### src/rtl/cla_pkg.sv
// ============================================================================
// Package : cla_pkg
// Brief   : Shared width, latency and operand type for the 4-bit CLA slice.
// Rev     : 1.0  initial release
// ============================================================================
`default_nettype none

package cla_pkg;

  localparam int CLA_W       = 4;
  localparam int CLA_LATENCY = 2;

  typedef logic [CLA_W-1:0] nibble_t;

endpackage : cla_pkg

`default_nettype wire

### src/rtl/cla4_comb.sv
// ============================================================================
// Module : cla4_comb
// Brief  : Combinational 4-bit carry-lookahead core; also provides the group
//          propagate/generate terms needed to cascade slices.
// Rev    : 1.0  initial release
// ============================================================================
`default_nettype none

module cla4_comb
  import cla_pkg::*;
(
  input  nibble_t a,
  input  nibble_t b,
  input  logic    cin,
  output nibble_t sum,
  output logic    cout,
  output logic    pg,
  output logic    gg
);

  nibble_t    w_g;
  nibble_t    w_p;
  logic [4:0] w_c;

  for (genvar i = 0; i < CLA_W; i++) begin : g_bit
    assign w_g[i] = a[i] & b[i];
    assign w_p[i] = a[i] ^ b[i];
    assign sum[i] = w_p[i] ^ w_c[i];
  end : g_bit

  // Every carry is a flat sum-of-products of g/p and cin; no carry feeds another.
  assign w_c[0] = cin;
  assign w_c[1] = w_g[0]
                | (w_p[0] & cin);
  assign w_c[2] = w_g[1]
                | (w_p[1] & w_g[0])
                | (w_p[1] & w_p[0] & cin);
  assign w_c[3] = w_g[2]
                | (w_p[2] & w_g[1])
                | (w_p[2] & w_p[1] & w_g[0])
                | (w_p[2] & w_p[1] & w_p[0] & cin);
  assign w_c[4] = w_g[3]
                | (w_p[3] & w_g[2])
                | (w_p[3] & w_p[2] & w_g[1])
                | (w_p[3] & w_p[2] & w_p[1] & w_g[0])
                | (w_p[3] & w_p[2] & w_p[1] & w_p[0] & cin);

  assign cout = w_c[4];

  // Group terms are independent of cin so a higher-level lookahead can use them.
  assign pg = &w_p;
  assign gg = w_g[3]
            | (w_p[3] & w_g[2])
            | (w_p[3] & w_p[2] & w_g[1])
            | (w_p[3] & w_p[2] & w_p[1] & w_g[0]);

endmodule : cla4_comb

`default_nettype wire

### src/rtl/clad_cla4.sv
// ============================================================================
// Module : clad_cla4
// Brief  : 4-bit CLA adder with registered operands and registered result,
//          two-cycle latency, one result per clock.
// Rev    : 1.0  initial release
// ============================================================================
`default_nettype none

module clad_cla4
  import cla_pkg::*;
(
  input  logic       clk,
  input  logic       rst,
  input  logic [3:0] a,
  input  logic [3:0] b,
  input  logic       cin,
  output logic [3:0] s,
  output logic       cout
);

  nibble_t r_a_q;
  nibble_t r_b_q;
  logic    r_cin_q;

  nibble_t w_sum;
  logic    w_cout;
  logic    w_pg;
  logic    w_gg;
  logic    w_cascade_unused;

  always_ff @(posedge clk or posedge rst) begin
    if (rst) begin
      r_a_q   <= '0;
      r_b_q   <= '0;
      r_cin_q <= 1'b0;
    end else begin
      r_a_q   <= a;
      r_b_q   <= b;
      r_cin_q <= cin;
    end
  end

  cla4_comb u_cla4_comb (
    .a    (r_a_q),
    .b    (r_b_q),
    .cin  (r_cin_q),
    .sum  (w_sum),
    .cout (w_cout),
    .pg   (w_pg),
    .gg   (w_gg)
  );

  // Group terms are kept for a future cascaded build; nothing consumes them here.
  assign w_cascade_unused = w_pg ^ w_gg;

  always_ff @(posedge clk or posedge rst) begin
    if (rst) begin
      s    <= '0;
      cout <= 1'b0;
    end else begin
      s    <= w_sum;
      cout <= w_cout;
    end
  end

endmodule : clad_cla4

`default_nettype wire

### config.mk
export PLATFORM = sky130hd
export DESIGN_NAME = clad_cla4
export DESIGN_NICKNAME = d
export VERILOG_FILES = /design/src/rtl/cla_pkg.sv /design/src/rtl/cla4_comb.sv /design/src/rtl/clad_cla4.sv
export SDC_FILE = /design/constraint.sdc
export NUM_CORES = 1
export LEC_CHECK = 0
export CORE_AREA = 10 10 47 49
export CTS_BUF_LIST = sky130_fd_sc_hd__clkbuf_8
export DETAILED_ROUTE_END_ITERATION = 10
export DIE_AREA = 0 0 57 59
export PLACE_DENSITY = 0.66
export SLEW_MARGIN = 20
export SYNTH_ARGS = -nofsm -noshare
export SYNTH_HDL_FRONTEND = slang
export SYNTH_SLANG_ARGS = --single-unit
### constraint.sdc
create_clock -name clk -period 1.95 [get_ports clk]
set_clock_uncertainty 0.2 [all_clocks]
set_input_delay 0.39 -clock clk [delete_from_list [all_inputs] [get_ports clk]]
set_output_delay 0.39 -clock clk [all_outputs]
set_load 0.02 [all_outputs]
==> flow_summary.ini <==
[finish]
antenna_cells_inserted = 0
syn2layout_area_growth_pct = 44.55
number_of_nets_in_the_final_layout = 69
layout_cells_sized_above_1 = 0.09615
fin_util = 0.5214

[power]
total_leakage_power_nw = 0.3452
pwr-share-seq = 0.451
total_switching_power_uw = 158.6
finalPower_uw = 722.6
power.combinational.fraction = 0.172
internal_portion_of_total_power_uw = 563.9
clock_power_share = 0.377
ir_drop_mv = 0.4159
p_per_area_mw_per_mm2 = 988.9
swShare = 0.2195

[grt]
grt_first_pass_wirelength_um = 1414
pin_count_of_the_biggest_net_entering_global_routing = 15
grt_antenna_before_repair = 0
grt_pass1_vias = 334
grt.total_usage = 0.05655
grt_remaining_overflow = 0

[timing]
report.final.hold_viol_count = 0
tightestPinTransition_ns = 0.4942
timing.fmax_mhz = 573.5
setup_ws_ns = 0.2063
finalWorstPathRequiredPeriod_ns = 1.744
rsz0062_at_grt = no
setup_violations = 0
maxSlewHeadroom = 0.6702
drv_slew = 0
sum_neg_setup_slack_ns = 0
post-route-period-util = 0.8942

[detailed_routing]
num_vias = 298
via_to_cell_ratio = 4.382
route.antenna.remaining_nets = 0
route.detailed.wl_per_inst_um = 11.12
drt_first_iter_violations = 0
drt_first_pass_iters = 1
routed_wirelength_um = 756
route.detailed.drc = 0

[cts]
worst_setup_hold_path_clk_slew_ns = 0.05
clock_tree.buffer_depth = 2
cts_hold_repair.buffers = 0
clkLatencyLatePin_ns = 0.24
cts_tree = done
cts.sink_count = 14
cts_max_level = 1
cts_inserted_buffers = 3
cts_post_setup_buffers_inserted = 0
post_cts_resized = 0
cts_root_buffer = sky130_fd_sc_hd__clkbuf_8

[placement]
gpl.final_weighted_congestion = 0.6934
detailedPlace.worstSlack_ns = 0.3822
placement.io_buffers = 15
hpwlAfterDp_um = 617.9

[synthesis]
synth.cells.most_frequent = sky130_fd_sc_hd__dfrtp_1, sky130_fd_sc_hd__inv_1, sky130_fd_sc_hd__ha_1
async_flop_share = 1.000
share_of_cell_area_taken_by_muxes_after_synthesis = 0
synthFlopType = sky130_fd_sc_hd__dfrtp_1
yosysTopAreaCellShare = 0.6931
synth_top_family_by_area = adder cells
synth.lib_cells_used.distinct = 11
synth.ff_latch_count = 14
syn-mean-instance-area_sq_um = 15.32
synth-simple-area-share = 0.01485
netlist_area_sq_um = 505.5
postSynthNetCount = 49
xor_and_xnor_area_share_after_synthesis = 0.05198
count_leader_synth = sky130_fd_sc_hd__dfrtp_1
synth_edf_count = 0
synth-adder-area-share = 0.1386
ys_seq_area_frac = 0.6931
yosysWarningCount = 0
synth_compound_area_frac = 0.06436
synthTopCellsByArea = sky130_fd_sc_hd__dfrtp_1, sky130_fd_sc_hd__ha_1, sky130_fd_sc_hd__fa_1
yosys.area.top_type = sky130_fd_sc_hd__dfrtp_1
synthCells = 33

[min_path]
hold_path_class = in2async

[die]
starting_density_of_the_core = 0.3607
floorplan.die.height_um = 59
die-area_sq_mm = 0.003363
placement_rows = 14
die_w_um = 57
fp.coreArea_sq_mm = 0.001401
top_level_ports = 16

[worst_setup_path]
worstPathArrival_ns = 1.15
timing.critical_path.cells = clkdlybuf4s50_1
startpoint_type = flip-flop
slowest_stage = sky130_fd_sc_hd__clkdlybuf4s50_1
biggest_fanout_along_the_worst_timing_path = 1
worst-endpoint-required_ns = 1.36
rr_worst_depth = 4
cell_family_with_most_cp_delay = buffers and inverters
critPathBufInv = 1
timing.critical_path.slowest_cell_delay_ns = 0.60
cp.depth = 1
path_class = reg2out
end_kind = output pin

[run_status]
outcome = completed

[run]
max-cap-violations = 0
## metrics by stage
step / instance area [sq um] / hold slack (ns) / instances
after floorplan: 505.5 / 0.07922 / 33
after global placement: 675.6 / 0.3480 / 64
after detailed placement: 675.6 / 0.3590 / 64
after CTS: 730.7 / 0.2979 / 68
after global routing: 730.7 / 0.3076 / 68
final: 730.7 / 0.2719 / 68
## state kept, by name, indices dropped and copies added (netlist names)
| register | cells |
|---|---|
| r_a_q | 4 |
| s | 4 |
| r_b_q | 4 |
| r_cin_q | 1 |
| cout | 1 |
## power by group through the flow
stage | Clock, mW | Sequential [mW] | Combinational, mW
3_3_place_gp | 0 | 0.331 | 0.125
2_1_floorplan | 0 | 0.356 | 0.0380
6_report | 0.273 | 0.326 | 0.124
5_1_grt | 0.298 | 0.330 | 0.137
3_5_place_dp | 0 | 0.331 | 0.127
4_1_cts | 0.282 | 0.326 | 0.128
## cell families (layout without fill, tap and decap cells)
logic type | after synthesis | after routing
AO/OA/AOI/OAI | 4 | 4
XOR/XNOR | 3 | 3
adder cells (fa/ha/maj) | 5 | 5
buffers and inverters | 5 | 24
flip-flops | 14 | 14
AND/OR/NAND/NOR | 2 | 2
## cells in the final DEF, fill, tap and decap left out
| cell type | synthesis | final |
|---|---|---|
| sky130_fd_sc_hd__ha_1 | 4 | 4 |
| sky130_fd_sc_hd__fa_1 | 1 | 1 |
| sky130_fd_sc_hd__clkbuf_8 | 0 | 4 |
| sky130_fd_sc_hd__inv_1 | 5 | 5 |
| sky130_fd_sc_hd__clkdlybuf4s50_1 | 0 | 15 |
| sky130_fd_sc_hd__dfrtp_1 | 14 | 14 |
| sky130_fd_sc_hd__a21o_1 | 1 | 1 |
| sky130_fd_sc_hd__nor2_1 | 2 | 2 |
| sky130_fd_sc_hd__o21bai_1 | 1 | 1 |
| sky130_fd_sc_hd__a211oi_2 | 1 | 1 |
| sky130_fd_sc_hd__xnor2_1 | 1 | 1 |
| sky130_fd_sc_hd__xor2_1 | 2 | 2 |
| sky130_fd_sc_hd__o21ai_0 | 1 | 1 |
## per-layer routing
layer	global-route usage	wire length (um)
met2	0.08682	372
met4	0.04027	30
met3	0.05150	98
met5	0	0
met1	0.04574	254
## worst register-to-register path, stage by stage (launching register included)
cell,delay [ns]
sky130_fd_sc_hd__dfrtp_1,0.38
sky130_fd_sc_hd__ha_1,0.30
sky130_fd_sc_hd__a211oi_2,0.26
sky130_fd_sc_hd__o21bai_1,0.14
sky130_fd_sc_hd__a21o_1,0.19
## worst paths after layout
path	start	end	slack (ns)
setup / recovery	s[0]	s[0]	0.21
hold / removal	rst	cout	0.27
setup reg to reg	r_a_q[0]	cout	0.38
hold reg to reg	r_b_q[3]	cout	0.36
max in group asynchronous	rst	r_cin_q	0.94
min in group clk	r_b_q[3]	cout	0.36
## final cells by class
| type | instances | area, sq um |
|---|---|---|
| clock buffers | 4 | 55.05 |
| fillers | 127 | 670.6 |
| inverters | 5 | 18.77 |
| multi-input cells | 14 | 136.4 |
| flip-flops and latches | 14 | 350.3 |
| well taps | 16 | 20.02 |
| repair buffers | 15 | 150.1 |
Note: power is estimated with default switching activity, not from simulation.
